$ cat config.mk
export PLATFORM = sky130hd
export DESIGN_NAME = demux_sel_sequencer
export DESIGN_NICKNAME = d
export VERILOG_FILES = /design/src/rtl/demux_pkg.sv /design/src/rtl/demux_hold_timer.sv /design/src/rtl/demux_sel_sequencer.sv
export SDC_FILE = /design/constraint.sdc
export NUM_CORES = 1
export LEC_CHECK = 0
export BUFFER_PORTS_ARGS = -buffer_cell sky130_fd_sc_hd__buf_2
export CORE_MARGIN = 10
export CORE_UTILIZATION = 55
export DETAILED_ROUTE_END_ITERATION = 7
export HOLD_SLACK_MARGIN = 0.03
export PLACE_DENSITY = 0.91
export SYNTH_ARGS = -nofsm -noshare
export SYNTH_HDL_FRONTEND = slang
export SYNTH_SLANG_ARGS = --single-unit
$ cat constraint.sdc
create_clock -name clk -period 2.7 [get_ports clk]
set_clock_uncertainty 0.15 [all_clocks]
set_input_delay 0.135 -clock clk [delete_from_list [all_inputs] [get_ports clk]]
set_output_delay 0.135 -clock clk [all_outputs]
set_load 0.02 [all_outputs]
$ cat src/rtl/demux_pkg.sv
// Shared types and constants for the demux select sequencer.
package demux_pkg;

    localparam int SEL_W_DEF = 3;
    localparam int NUM_CH    = 2 ** SEL_W_DEF;

    typedef enum logic [1:0] {
        ST_IDLE  = 2'd0,
        ST_DRIVE = 2'd1,
        ST_GAP   = 2'd2
    } state_e;

    // Width of a down counter that must hold the larger of the two phase lengths.
    function automatic int cnt_width(input int hold, input int gap);
        int m;
        m = (hold > gap) ? hold : gap;
        return $clog2(m + 32'sd1);
    endfunction

endpackage

$ cat src/rtl/demux_hold_timer.sv
// Loadable down counter; expired marks the last cycle of a loaded phase.
module demux_hold_timer
    import demux_pkg::*;
#(
    parameter int CNT_W = 3
) (
    input  logic             clk,
    input  logic             rst_n,
    input  logic             load,
    input  logic [CNT_W-1:0] load_val,
    output logic             expired,
    output logic             expire_next
);

    localparam logic [CNT_W-1:0] CNT_ONE = CNT_W'(1);

    logic [CNT_W-1:0] cnt_q;
    logic [CNT_W-1:0] cnt_d;

    // Next count: load wins, otherwise count down and park at zero.
    always_comb begin
        cnt_d = cnt_q;
        if (load) begin
            cnt_d = load_val;
        end else if (cnt_q != '0) begin
            cnt_d = cnt_q - CNT_ONE;
        end else begin
            cnt_d = cnt_q;
        end
    end

    assign expired     = (cnt_q == CNT_ONE);
    assign expire_next = (cnt_d == CNT_ONE);

    // Counter register with synchronous reset.
    always_ff @(posedge clk) begin
        if (!rst_n) begin
            cnt_q <= '0;
        end else begin
            cnt_q <= cnt_d;
        end
    end

endmodule

$ cat src/rtl/demux_sel_sequencer.sv
// Drives a 1xN demux select/data pair: one request per handshake, held for a
// fixed time, then a break-before-make gap; optional round-robin channel sweep.
module demux_sel_sequencer
    import demux_pkg::*;
#(
    parameter int SEL_W       = SEL_W_DEF,
    parameter int HOLD_CYCLES = 4,
    parameter int GAP_CYCLES  = 1
) (
    input  logic             clk,
    input  logic             rst_n,
    input  logic             in_valid,
    output logic             in_ready,
    input  logic             in_data,
    input  logic [SEL_W-1:0] in_chan,
    input  logic             auto_mode,
    output logic [SEL_W-1:0] sel,
    output logic             d_out,
    output logic             busy,
    output logic             done,
    output logic             sweep_done
);

    localparam int               CNT_W    = cnt_width(HOLD_CYCLES, GAP_CYCLES);
    localparam logic [CNT_W-1:0] HOLD_V   = CNT_W'(HOLD_CYCLES);
    localparam logic [CNT_W-1:0] GAP_V    = CNT_W'(GAP_CYCLES);
    localparam logic             HAS_GAP  = (GAP_CYCLES > 32'sd0);
    localparam logic [SEL_W-1:0] SEL_ONE  = SEL_W'(1);
    localparam logic [SEL_W-1:0] LAST_CH  = '1;

    state_e           state_q, state_d;
    logic [SEL_W-1:0] sel_q, sel_d;
    logic [SEL_W-1:0] ptr_q, ptr_d;
    logic             data_q, data_d;
    logic             auto_q, auto_d;
    logic             in_ready_q, in_ready_d;
    logic             d_out_q, d_out_d;
    logic             busy_q, busy_d;
    logic             done_q, done_d;
    logic             sweep_q, sweep_d;

    logic             accept_s;
    logic             load_s;
    logic [CNT_W-1:0] load_val_s;
    logic             expired_s;
    logic             expire_next_s;

    assign accept_s = in_valid && in_ready_q;

    demux_hold_timer #(
        .CNT_W (CNT_W)
    ) u_timer (
        .clk         (clk),
        .rst_n       (rst_n),
        .load        (load_s),
        .load_val    (load_val_s),
        .expired     (expired_s),
        .expire_next (expire_next_s)
    );

    // Next state, request latches, pointer and timer loads.
    always_comb begin
        state_d    = state_q;
        sel_d      = sel_q;
        ptr_d      = ptr_q;
        data_d     = data_q;
        auto_d     = auto_q;
        load_s     = 1'b0;
        load_val_s = HOLD_V;
        case (state_q)
            ST_IDLE: begin
                if (accept_s) begin
                    state_d    = ST_DRIVE;
                    load_s     = 1'b1;
                    load_val_s = HOLD_V;
                    data_d     = in_data;
                    auto_d     = auto_mode;
                    if (auto_mode) begin
                        sel_d = ptr_q;
                        ptr_d = ptr_q + SEL_ONE;
                    end else begin
                        sel_d = in_chan;
                    end
                end else begin
                    state_d = ST_IDLE;
                end
            end
            ST_DRIVE: begin
                if (expired_s) begin
                    if (HAS_GAP) begin
                        state_d    = ST_GAP;
                        load_s     = 1'b1;
                        load_val_s = GAP_V;
                    end else begin
                        state_d = ST_IDLE;
                    end
                end else begin
                    state_d = ST_DRIVE;
                end
            end
            ST_GAP: begin
                if (expired_s) begin
                    state_d = ST_IDLE;
                end else begin
                    state_d = ST_GAP;
                end
            end
            default: begin
                state_d = ST_IDLE;
            end
        endcase
    end

    // Output values for the coming cycle; done marks the final busy cycle.
    always_comb begin
        in_ready_d = (state_d == ST_IDLE);
        busy_d     = (state_d != ST_IDLE);
        d_out_d    = (state_d == ST_DRIVE) ? data_d : 1'b0;
        done_d     = ((state_d == ST_GAP) || ((state_d == ST_DRIVE) && !HAS_GAP)) && expire_next_s;
        sweep_d    = done_d && auto_d && (sel_d == LAST_CH);
    end

    // State and output registers, synchronous reset.
    always_ff @(posedge clk) begin
        if (!rst_n) begin
            state_q    <= ST_IDLE;
            sel_q      <= '0;
            ptr_q      <= '0;
            data_q     <= 1'b0;
            auto_q     <= 1'b0;
            in_ready_q <= 1'b0;
            d_out_q    <= 1'b0;
            busy_q     <= 1'b0;
            done_q     <= 1'b0;
            sweep_q    <= 1'b0;
        end else begin
            state_q    <= state_d;
            sel_q      <= sel_d;
            ptr_q      <= ptr_d;
            data_q     <= data_d;
            auto_q     <= auto_d;
            in_ready_q <= in_ready_d;
            d_out_q    <= d_out_d;
            busy_q     <= busy_d;
            done_q     <= done_d;
            sweep_q    <= sweep_d;
        end
    end

    assign in_ready   = in_ready_q;
    assign sel        = sel_q;
    assign d_out      = d_out_q;
    assign busy       = busy_q;
    assign done       = done_q;
    assign sweep_done = sweep_q;

endmodule

==> flow_metrics.env <==
export IMPL_synth_area_per_cell_um2=9.96
export IMPL_fill_cells=109
export IMPL_numCtsBuffers=3
export IMPL_clkLatencyLatePin_ns=0.29
export IMPL_wirelength_mm=1.49
export IMPL_synthArstFlopShare_pct=0
export IMPL_ctsResizeCount=0
export IMPL_min_from="in_chan[1]"
export IMPL_antenna_left=0
export IMPL_slowest_delay_ns=0.40
export IMPL_initial_core_util_pct=59.8
export IMPL_cp_slowest_cell="dfxtp_1"
export IMPL_cts_max_level=1
export IMPL_critPathLaunchType="register"
export IMPL_syn_area_um2=797
export IMPL_r2r_start="u_timer.cnt_q[0]$_SDFF_PN0_"
export IMPL_grt_pass1_vias=597
export IMPL_crit_chain="inv_1, ha_1, ha_1, mux2_2, a31oi_1, nor3_1"
export IMPL_cts_sinks=18
export IMPL_port_buffers=15
export IMPL_synth_edf_count=0
export IMPL_worstPathRequired_ns=2.74
export IMPL_timing_final_ws_setup_ns=0.970
export IMPL_overflow=0
export IMPL_slew_viol_final=0
export IMPL_cts_tree="done"
export IMPL_vias=583
export IMPL_dpl_worst_slack_ns=0.984
export IMPL_critPathLaunch="u_timer.cnt_q[0]$_SDFF_PN0_"
export IMPL_post_cts_buffers=0
export IMPL_cts_max_path_buffers=2
export IMPL_path_common_cell="ha_1"
export IMPL_synth_area_leaders="dfxtp_1, ha_1, nand2_1"
export IMPL_synth_common_cells="dfxtp_1, nand2_1, ha_1"
export IMPL_place_congestion=0.791
export IMPL_num_antenna_cells=0
export IMPL_fin_crit_sh_pct=64.1
export IMPL_nets=113
export IMPL_cts_root_buf="clkbuf_4"
export IMPL_drtIter0Drc=2
export IMPL_firstDrtPassIters=3
export IMPL_status="finished, final reports clean"
export IMPL_peakVddDrop_uv=394
export IMPL_num_rows=13
export IMPL_die_x_um=58.1
export IMPL_die_y_um=58.1
export IMPL_yosysSeqAreaShare_pct=45.2
export IMPL_power_leakage_nw=0.450
export IMPL_yosys_area_top_type="dfxtp_1"
export IMPL_yosysMostFrequentCell="dfxtp_1"
export IMPL_cp_max_fo=3
export IMPL_setup_viol=0
export IMPL_ys_flop_type="dfxtp_1"
export IMPL_drv_cap=0
export IMPL_io_pins=16
export IMPL_ys_ff_latch=18
export IMPL_antenna_found_initial=0
export IMPL_globalRouteTotalUtil_pct=9.79
export IMPL_wire_per_inst_um=13.1
export IMPL_critPathArrivalTime_ns=1.77
export IMPL_area_growth_pct=17.6
export IMPL_path_class="reg -> reg"
export IMPL_fmax_ghz=0.578
export IMPL_yosys_warnings=0
export IMPL_clk_pin_slew_ns=0.10
export IMPL_route_detailed_drc=0
export IMPL_tightest_slew_ns=0.303
export IMPL_hold_viol=0
export IMPL_drive_above_1_share_pct=24.2
export IMPL_syn_inst=80
export IMPL_fp_coreArea_um2=1330
export IMPL_fp_dieArea_um2=3370
export IMPL_grt_max_degree=15
export IMPL_cts_hold_buf=3
export IMPL_fin_crit_ns=1.73
export IMPL_dp_hpwl_mm=1.11
export IMPL_maxSlewHeadroom_pct=79.8
export IMPL_vias_per_cell=5.11
export IMPL_synth_fp_nets=93
export IMPL_rsz0062_at_grt="false"
export IMPL_p_per_area_nw_per_um2=696
export IMPL_grt_first_pass_wirelength_mm=2.63
export IMPL_yosysTopAreaCellShare_pct=45.2
export IMPL_min_path_type="in -> reg"
export IMPL_cp_end_kind="register"
export IMPL_fin_tns_setup_ns=0
export IMPL_synth_distinct_cells=29
metrics by stage:
stage | power, mW | std cells | instance area, um^2 | util (%) | hold slack, ns
floorplan | 0.450 | 80 | 797 | - | 0.138
CTS | 0.657 | 114 | 937 | 70.3 | 0.0341
finish | 0.652 | 114 | 937 | 70.3 | 0.0394
detailed placement | 0.492 | 107 | 871 | 65.3 | 0.265
global placement | 0.481 | 107 | 871 | 65.3 | 0.253
global route | 0.693 | 114 | 937 | 70.3 | 0.0382
cell usage in the layout (no fill, tap or decap), types with 2 or more instances in the layout:
master,synthesis,routed
a21boi_1,3,3
a21oi_1,2,2
and2_1,3,3
buf_2,1,15
clkbuf_4,0,3
dfxtp_1,18,18
dlygate4sd3_1,0,3
ha_1,5,5
inv_1,4,4
mux2i_1,3,3
nand2_1,9,9
nand3_1,3,3
nor2_1,3,3
nor2b_1,3,3
nor3_1,3,3
o211a_1,3,3
o21a_1,2,2
xnor2_1,2,2
registers in the layout, indices dropped and copies added (netlist names), 2 cells and up:
register       cells
state_q            2
sel                3
u_timer.cnt_q      3
ptr_q              3
critical path: cells and delay by family (launching register included):
family / cells / cell delay [ns]
AOI/OAI and AO/OA: 1 / 0.21
adders and majority gates: 2 / 0.43
buffers and inverters: 1 / 0.06
DFF: 1 / 0.40
muxes: 1 / 0.29
and+or+nand+nor: 1 / 0.08
logic make-up after synthesis:
group | count (synthesis) | share of synthesized area, %
mux | 4 | 5.18
fa+ha+maj | 5 | 7.85
xor+xnor | 3 | 3.30
buf+inv | 7 | 4.39
compound gates | 13 | 12.6
flops | 18 | 45.2
simple gates | 30 | 21.5
worst paths after layout:
path                           endpoint  slack (ns)  cells after the start
setup / recovery  sweep_done$_SDFF_PN0_        0.97                      6
hold / removal        sel[1]$_SDFF_PN0_        0.04                      4
hold reg to reg       data_q$_SDFF_PN0_        0.32                      2
setup reg to reg  sweep_done$_SDFF_PN0_        0.97                      6
layout make-up:
| cell class | count | area (um^2) | share of cell area, % |
|---|---|---|---|
| sequential | 18 | 360 | 38.5 |
| timing repair buffer | 18 | 105 | 11.2 |
| inverter | 4 | 15.0 | 1.60 |
| clock buffer | 4 | 36.3 | 3.87 |
| multi-input combinational | 55 | 402 | 42.9 |
| tap | 15 | 18.8 | 2.00 |
power by group:
part           switching [mW]  internal [mW]  leakage [nW]
Sequential             0.0201          0.295         0.147
Combinational          0.0963         0.0767         0.282
Clock                  0.0817         0.0821        0.0210
per-layer routing:
metal  up-vias  global-route usage, %  part of all wire, %
met3         4                   3.92                  5.6
met1       256                   10.3                   47
li1        311                      -                    -
met4         0                   6.04                  1.9
met5         -                      0                    0
met2        12                   16.0                   46
Power figures use the tool's default switching activity.
